--- config.mk ---
export PLATFORM = sky130hd
export DESIGN_NAME = tick_divider
export DESIGN_NICKNAME = d
export VERILOG_FILES = /design/src/rtl/tick_divider.sv
export SDC_FILE = /design/constraint.sdc
export NUM_CORES = 1
export LEC_CHECK = 0
export ABC_AREA = 1
export BUFFER_PORTS_ARGS = -buffer_cell sky130_fd_sc_hd__buf_2
export CAP_MARGIN = 20
export CORE_MARGIN = 2
export CORE_UTILIZATION = 60
export CTS_BUF_LIST = sky130_fd_sc_hd__clkbuf_4
export CTS_CLUSTER_DIAMETER = 50
export DETAILED_ROUTE_END_ITERATION = 16
export GPL_TIMING_DRIVEN = 0
export HOLD_SLACK_MARGIN = 0.1
export MAX_ROUTING_LAYER = met4
export PLACE_DENSITY = 0.87
export RECOVER_POWER = 50
export SETUP_SLACK_MARGIN = 0.15
export SLEW_MARGIN = 30
export SYNTH_ARGS = -nofsm -noshare
export SYNTH_HDL_FRONTEND = slang
export SYNTH_SLANG_ARGS = --single-unit
--- constraint.sdc ---
create_clock -name CLK -period 5.3 [get_ports CLK]
set_clock_uncertainty 0.15 [all_clocks]
set_input_delay 0.265 -clock CLK [delete_from_list [all_inputs] [get_ports CLK]]
set_output_delay 0.265 -clock CLK [all_outputs]
set_load 0.1 [all_outputs]
--- src/rtl/tick_divider.sv ---
// tick_divider
// ------------
// Runtime-programmable clock-enable generator. Every eff enabled clocks it
// emits a one-cycle TICK strobe, where eff = max(div_act, 1). SQ toggles on
// each tick, which gives a square wave of period 2*eff. TCOUNT counts the
// ticks and wraps modulo 2^CNT_W.
//
// A new divisor is captured into a shadow register by DIV_LOAD. It is
// swapped in only at the next terminal count, so no period is ever cut
// short or stretched. SYNC restarts the phase at once and applies the
// newest divisor immediately.
//
// All outputs are registered, so there is no combinational path from the
// inputs to TICK, SQ, TCOUNT or DIV_CUR.
//
// Ports:
//   CLK      in   system clock
//   RST      in   asynchronous active-high reset
//   EN       in   count enable; low freezes the phase accumulator
//   DIV_IN   in   [WIDTH]  divisor value captured by DIV_LOAD
//   DIV_LOAD in   strobe: DIV_IN -> shadow, marks a swap as pending
//   SYNC     in   strobe: restart phase, apply the newest divisor now
//   TICK     out  one-cycle strobe at each terminal count
//   SQ       out  square wave, toggles on every tick, cleared by SYNC
//   TCOUNT   out  [CNT_W]  ticks emitted, modulo 2^CNT_W
//   DIV_CUR  out  [WIDTH]  divisor in effect (raw value, 0 allowed)
`timescale 1ns/1ps
module tick_divider #(
  parameter int unsigned WIDTH       = 24,
  parameter int unsigned DEFAULT_DIV = 4194305,
  parameter int unsigned CNT_W       = 5
) (
  input  logic             CLK,
  input  logic             RST,
  input  logic             EN,
  input  logic [WIDTH-1:0] DIV_IN,
  input  logic             DIV_LOAD,
  input  logic             SYNC,
  output logic             TICK,
  output logic             SQ,
  output logic [CNT_W-1:0] TCOUNT,
  output logic [WIDTH-1:0] DIV_CUR
);

  localparam logic [WIDTH-1:0] DEF_DIV = WIDTH'(DEFAULT_DIV);
  localparam logic [WIDTH-1:0] ONE     = WIDTH'(1);

  logic [WIDTH-1:0] acc_q,    acc_d;
  logic [WIDTH-1:0] div_act_q, div_act_d;
  logic [WIDTH-1:0] shadow_q, shadow_d;
  logic             pend_q,   pend_d;
  logic             tick_q,   tick_d;
  logic             sq_q,     sq_d;
  logic [CNT_W-1:0] tcount_q, tcount_d;

  logic [WIDTH-1:0] eff;
  logic             terminal;

  // A divisor of zero behaves as one, so the counter can never stall.
  assign eff      = (div_act_q == '0) ? ONE : div_act_q;
  assign terminal = (acc_q == (eff - ONE));

  always_comb begin
    acc_d     = acc_q;
    div_act_d = div_act_q;
    shadow_d  = shadow_q;
    pend_d    = pend_q;
    tick_d    = 1'b0;
    sq_d      = sq_q;
    tcount_d  = tcount_q;

    if (SYNC) begin
      // SYNC beats EN and any coincident terminal count: no tick this cycle.
      acc_d  = '0;
      sq_d   = 1'b0;
      pend_d = 1'b0;
      if (DIV_LOAD) begin
        div_act_d = DIV_IN;
        shadow_d  = DIV_IN;
      end else if (pend_q) begin
        div_act_d = shadow_q;
      end
    end else begin
      if (EN) begin
        if (terminal) begin
          acc_d    = '0;
          tick_d   = 1'b1;
          sq_d     = ~sq_q;
          tcount_d = tcount_q + CNT_W'(1);
          // The swap uses the pending state from before this edge; a load
          // arriving on this same edge waits for the following terminal count.
          if (pend_q) begin
            div_act_d = shadow_q;
            pend_d    = 1'b0;
          end
        end else begin
          acc_d = acc_q + ONE;
        end
      end
      if (DIV_LOAD) begin
        shadow_d = DIV_IN;
        pend_d   = 1'b1;
      end
    end
  end

  always_ff @(posedge CLK or posedge RST) begin
    if (RST) begin
      acc_q     <= '0;
      div_act_q <= DEF_DIV;
      shadow_q  <= DEF_DIV;
      pend_q    <= 1'b0;
      tick_q    <= 1'b0;
      sq_q      <= 1'b0;
      tcount_q  <= '0;
    end else begin
      acc_q     <= acc_d;
      div_act_q <= div_act_d;
      shadow_q  <= shadow_d;
      pend_q    <= pend_d;
      tick_q    <= tick_d;
      sq_q      <= sq_d;
      tcount_q  <= tcount_d;
    end
  end

  assign TICK    = tick_q;
  assign SQ      = sq_q;
  assign TCOUNT  = tcount_q;
  assign DIV_CUR = div_act_q;

endmodule

==> metrics.csv, run 1 <==
metric,value,unit
status,"complete, but fails checks",
failing checks,"capacitance limit, slew limit",
worst hold slack,0.2273,ns
# IOs,60,
CTS resizes,0,
worst IR drop on VDD,219.0,uV
setup_tns,0,ns
Root Buffer Master,clkbuf_4,
library cells used by synthesis,44,
worst-path cell chain,dlygate4sd3_1 > buf_2 > clkinvlp_2 > clkbuf_1,
post-synth net total,792,
GRT Residual Overflow,0,
DRC,0,
post-synth top area share,34.72,%
Clock Sinks,80,
final setup violation count,0,
Tot GR Track Use,32.13,%
Comb pwr share,41.0,%
Die Ht,99.55,um
sequential-to-total area share from yosys stat,36.64,%
final hold viol count,0,
Slowest cell on crit path,clkbuf_1,
Routed WL,14770,um
FP Rows,34,
Psw,0.8865,mW
Cells after Synth,760,
number of flops mapped to enable cells by yosys,0,
CP Class,primary input to async pin,
post-route ant nets,0,
clock power share,19.4,%
asr flop ratio synth,100.0,%
largest net degree at the start of global routing,47,
n_diodes,0,
slew margin rel.,-67.67,%
Slew @ Worst Pin,2.515,ns
leakage power,3.090,nW
Max stage delay on crit path,1.85,ns
RSZ-0062 raised after global routing,no,
most frequent cells in the layout,"nand2_1, inv_1, nor2_1",
Final nets,888,
first-pass iteration count of the detailed router,6,
net switching fraction of the power,46.73,%
Critical Path AT,3.67,ns
synthesized flop and latch total,80,
CTS tree,yes,
crit start category,primary input,
post-DP HPWL,10790,um
first-pass GRT wire length,24790,um
vias in the first global route,5397,
synth top area cells,"dfrtp_1, nand2_1, inv_1",
Setup Buffers After CTS,0,
Placer Congestion,0.9748,
initial antenna violation count,0,
layout cells sized above 1,16.74,%
Worst Setup End Kind,async pin,
crit path max fanout,46,
Core Area,8806,um^2
"Avg Cell Area, Syn",7.208,um^2
worst hold path class,primary input to register,
Fill cells,735,
"Clk pin slew, worst setup/hold paths",0.13,ns
initial core utilization,62.21,%
die footprint,9910,um^2
synthesized cell area,5478,um^2
required time of the worst setup path,5.18,ns
PwrDens,301.3,nW/um^2
Tcrit/Tclk final,71.60,%
ys flop type,dfrtp_1,
CTS H-tree lvls,3,
yosys warns,0,
Int Pwr,1.010,mW
Reg power frac,39.6,%
max-cap violation count,2,
DR iter-0 viols,481,
Longest Clk Path Bufs,2,
drt via density,5.625,
die width,99.55,um
Vias,5445,
max-slew violation count,83,
crit path time final,3.795,ns
CTS buffer count,9,
Max Freq,263.5,MHz
Skew-Pair Late Insertion Delay,0.44,ns
wire per inst,15.26,um
I/O Buffers,58,
Area Growth Syn to Fin,14.94,%
cell taking the most area after synthesis,dfrtp_1,
"most common cell after layout, fill and taps aside",nand2_1,
cells in the mapped netlist, types with 3 or more instances:
master,count
nand2_1,182
inv_1,95
nor2_1,77
dfrtp_1,76
nand3_1,70
o21ai_0,49
xor2_1,32
a21oi_1,22
clkbuf_1,22
a21oi_2,20
xnor2_1,20
nand4_1,10
nor2_2,10
nor3_1,10
inv_2,6
mux2_2,6
dfstp_2,4
a21boi_1,3
buf_8,3
ha_1,3
nand2_4,3
nand3b_1,3
nor2_4,3
or2_1,3
layout make-up:
cell class,instances,area [um^2],area share [%]
multi-input combinational,547,2914,46.28
sequential,80,2007,31.88
timing repair buffer,85,553.0,8.784
inverter,102,385.4,6.121
buffer,31,172.7,2.742
tap,108,135.1,2.146
clock buffer,9,67.56,1.073
clock inverter,6,61.31,0.9738
worst paths after layout:
path	startpoint	to	slack [ns]	depth (start not counted)
max	RST	acc_q[20]	1.50	4
min	SYNC	pend_q	0.23	4
max reg2reg	DIV_CUR[16]	acc_q[8]	1.71	21
min reg2reg	DIV_CUR[0]	DIV_CUR[0]	0.35	2
max in group CLK	DIV_CUR[16]	acc_q[8]	1.71	21
min in group asynchronous	RST	shadow_q[3]	0.54	3
routing by layer:
| metal | global-route usage, % | vias to the layer above | wire length [um] |
|---|---|---|---|
| met5 | - | - | 0 |
| met4 | 11.70 | 0 | 330 |
| met3 | 4.849 | 36 | 969 |
| met2 | 52.70 | 230 | 7299 |
| met1 | 40.51 | 2580 | 6168 |
| li1 | - | 2599 | - |
power groups by stage:
stage / sequential (mW) / clock (mW) / combinational [mW]
after global routing: 0.759 / 0.391 / 0.846
after CTS: 0.748 / 0.370 / 0.773
after floorplan: 0.993 / 0 / 0.359
after global placement: 0.756 / 0 / 0.736
final: 0.752 / 0.367 / 0.778
after detailed placement: 0.760 / 0 / 0.755
critical path: cells and delay by family:
kind                   cells  cell delay, ns
buffers and inverters      4            3.37
registers in the layout, summed over array words and instances, names as in the netlist:
| signal | count |
|---|---|
| acc_q | 24 |
| TICK | 1 |
| DIV_CUR | 24 |
| pend_q | 1 |
| shadow_q | 24 |
| TCOUNT | 5 |
| SQ | 1 |
repair_timing:
| item | in CTS | in global routing |
|---|---|---|
| hold endpoints to repair | 93 | 0 |
| hold buffers | 26 | 0 |
| setup endpoints to repair | 0 | 0 |
logic make-up (layout without fill, tap and decap cells):
family	count (synthesis)	in the layout	share of synthesized area, %
multiplexers	6	6	1.233
XOR/XNOR	53	53	8.611
AND/OR/NAND/NOR	386	386	31.98
AO/OA/AOI/OAI	99	99	10.69
flip-flops	80	80	36.64
adder cells (fa/ha/maj)	3	3	0.6853
buffers and inverters	133	233	10.16
metrics by stage:
step / std cells / utilization (%) / worst slack, ns / instance area, um^2 / power [mW]
global placement: 926 / 67.04 / 1.841 / 5903 / 1.492
finish: 968 / 71.50 / 1.505 / 6296 / 1.897
global route: 968 / 71.50 / 0.8569 / 6296 / 1.996
CTS: 968 / 71.80 / 1.759 / 6322 / 1.891
floorplan: 760 / - / 1.673 / 5478 / 1.353
detailed placement: 927 / 67.38 / 1.777 / 5933 / 1.514
Power figures use the tool's default switching activity.
==> run 2, diff against run 1 <==
CORE_UTILIZATION = 55   (was 60)
PLACE_DENSITY = 0.84   (was 0.87)
clock period = 3.3 ns   (was 5.3 ns; I/O delays follow)
==> run 2 against run 1 <==
  * Critical path type is now register to register
  * Global-route usage fell by 2.0 points
  * The flow now finishes without violations
  * Setup slack worse by 1.5 ns
  * Utilization down 0.99 points
  * Largest cell class unchanged
  * Highest routed layer unchanged
  * Routed wire length increased by 6.7%
  * First-iteration DRC count is 7.5% lower
  * Non-clock buffer count rose by 29
  * Via count is 1.6% higher
==> metrics.csv, run 2 (synthesis gave the netlist of run 1 again) <==
metric,value,unit,change
drt via density,5.410,,-3.8%
status,completed,,
crit path time final,3.284,ns,
Final nets,917,,+3.3%
Core Area,9729,um^2,+10%
final hold viol count,0,,unchanged
initial core utilization,56.30,%,-5.9 points
CTS buffer count,9,,unchanged
Slew @ Worst Pin,1.289,ns,-1.226 ns
Tot GR Track Use,30.09,%,-2.0 points
most frequent cells in the layout,"nand2_1, inv_1, nor2_1",,
post-DP HPWL,10490,um,-2.8%
Routed WL,15760,um,+6.7%
vias in the first global route,5246,,-2.8%
Critical Path AT,3.52,ns,-0.15 ns
worst hold path class,primary input to register,,
CTS tree,yes,,
Max Freq,304.5,MHz,
first-pass iteration count of the detailed router,5,,-1
initial antenna violation count,0,,unchanged
met3 Track Usage GR,5.160,%,+0.31 points
Clock Sinks,80,,unchanged
Worst Setup End Kind,register,,
post-route ant nets,0,,unchanged
Skew-Pair Late Insertion Delay,0.45,ns,about the same
Max stage delay on crit path,0.66,ns,-1.19 ns
I/O Buffers,58,,unchanged
worst IR drop on VDD,649.9,uV,+200%
PwrDens,479.1,nW/um^2,+59%
top cell family by delay on the critical path,simple AND/OR/NAND/NOR gates,,
DRC,0,,unchanged
final core utilization,70.51,%,-0.99 points
worst path buffer plus inverter count,5,,+1
Root Buffer Master,clkbuf_4,,
GRT Residual Overflow,0,,unchanged
crit start category,register,,
worst-path cell chain,nor2_1 > nand2_1 > nor2_2 > nand3_4 > nand2_4 > inv_4 > ha_4 > nand3_4 > nor2_4 > nand2_2 > nor3_2 > xor2_1 > inv_1 > nor2_1 > nand3_1 > nor2_2 > nand2_4 > nand2_4 > buf_8 > buf_12 > buf_12 > nand3_1 > nand2_1,,
required time of the worst setup path,3.53,ns,-1.65 ns
CTS H-tree lvls,3,,unchanged
Vias,5534,,+1.6%
DR iter-0 viols,445,,-7.5%
Area Growth Syn to Fin,25.24,%,
busiest grt layer,met2,,
Slowest cell on crit path,dfstp_4,,
Die Ht,103.8,um,+4.3%
"Clk pin slew, worst setup/hold paths",0.14,ns,about the same
FP Rows,36,,+5.9%
Tcrit/Tclk final,99.51,%,
CP Class,register to register,,
final setup violation count,0,,unchanged
max-slew violation count,0,,-100%
Longest Clk Path Bufs,2,,unchanged
n_diodes,0,,unchanged
first-pass GRT wire length,25560,um,+3.1%
die footprint,10770,um^2,+8.7%
grt met2 use,47.92,%,-4.8 points
met1 global-route usage,38.75,%,-1.8 points
slew margin rel.,13.60,%,+81 points
"most common cell after layout, fill and taps aside",nand2_1,,
die width,103.8,um,+4.3%
wire per inst,15.40,um,+0.97%
layout cells sized above 1,24.27,%,+7.5 points
Crit path top cell by count,nand2_4,,
# IOs,60,,unchanged
RSZ-0062 raised after global routing,yes,,
Power Total,3.287,mW,+73%
largest net degree at the start of global routing,56,,+19%
leakage power,3.286,nW,+6.4%
Placer Congestion,0.9683,,-0.67%
crit path max fanout,6,,-87%
max-cap violation count,0,,-2
==> run 2: changes by cell type in the layout (fill, tap and decap cells not counted), sizes merged <==
| cell | previous run | this run |
|---|---|---|
| buf | 65 | 92 |
| bufinv | 1 | 2 |
| clkbuf | 34 | 35 |
| clkinv | 5 | 4 |
| dlygate4sd3 | 26 | 28 |
==> run 2: per-layer routing <==
layer / vias to the layer above / routed length, um
met4: 0 / 485
met3: 42 / 1249
met5: - / 0
met2: 275 / 7531
li1: 2657 / -
met1: 2560 / 6491
==> run 2: tightest hold or removal path, stage by stage <==
cell and delay (ns):
clkbuf_1 0.20, inv_1 0.23, nand2_1 0.07, nand2_1 0.06
==> run 2: worst paths after layout <==
| path | startpoint | to | slack [ns] | cells past startpoint |
|---|---|---|---|---|
| worst min register to register | shadow_q[22] | shadow_q[22] | 0.37 | 2 |
| max in group asynchronous | RST | shadow_q[0] | 1.21 | 5 |
| worst max-delay path | DIV_CUR[0] | DIV_CUR[22] | 0.02 | 23 |
| worst max register to register | DIV_CUR[0] | DIV_CUR[22] | 0.02 | 23 |
| worst min-delay path | SYNC | pend_q | 0.18 | 4 |
| min in group asynchronous | RST | acc_q[16] | 0.95 | 4 |
==> run 2: area by class of cell <==
cell class	count	area [um^2]
plain buffers	31	197.7
clock buffers	10	75.07
clock inverters	6	85.08
fillers	768	2869
inverters	102	395.4
multi-input cells	547	3048
flip-flops and latches	80	2042
well taps	133	166.4
repair buffers	114	850.8
==> run 2: timing repair <==
| item | in CTS | in global routing |
|---|---|---|
| gates resized for setup | 10 | 28 |
| hold buffers | 28 | 0 |
| endpoints found under the setup margin | 55 | 56 |
| setup buffers | 16 | 9 |
| gates cloned | 1 | 1 |
| endpoints found under the hold margin | 129 | 0 |
| pin swaps | 16 | 24 |
==> run 2: metrics by stage <==
| step | hold WS [ns] | area (um^2) | cells | setup WS (ns) | setup TNS, ns |
|---|---|---|---|---|---|
| after floorplan | 0.1237 | 5548 | 760 | 0.1430 | 0 |
| after detailed placement | -0.003346 | 6037 | 952 | -0.1913 | -7.039 |
| after global routing | 0.1870 | 6860 | 1023 | -0.1176 | -3.386 |
| final | 0.1765 | 6860 | 1023 | 0.01607 | 0 |
| after CTS | 0.1263 | 6693 | 1013 | 0.06152 | 0 |
| after global placement | 0.2375 | 6005 | 951 | -0.3031 | -13.02 |
==> run 2: power by group <==
part	switching (mW)	internal [mW]	leakage (nW)
logic	0.972	0.401	2.22
clock network	0.370	0.313	0.0840
registers	0.145	1.09	0.980
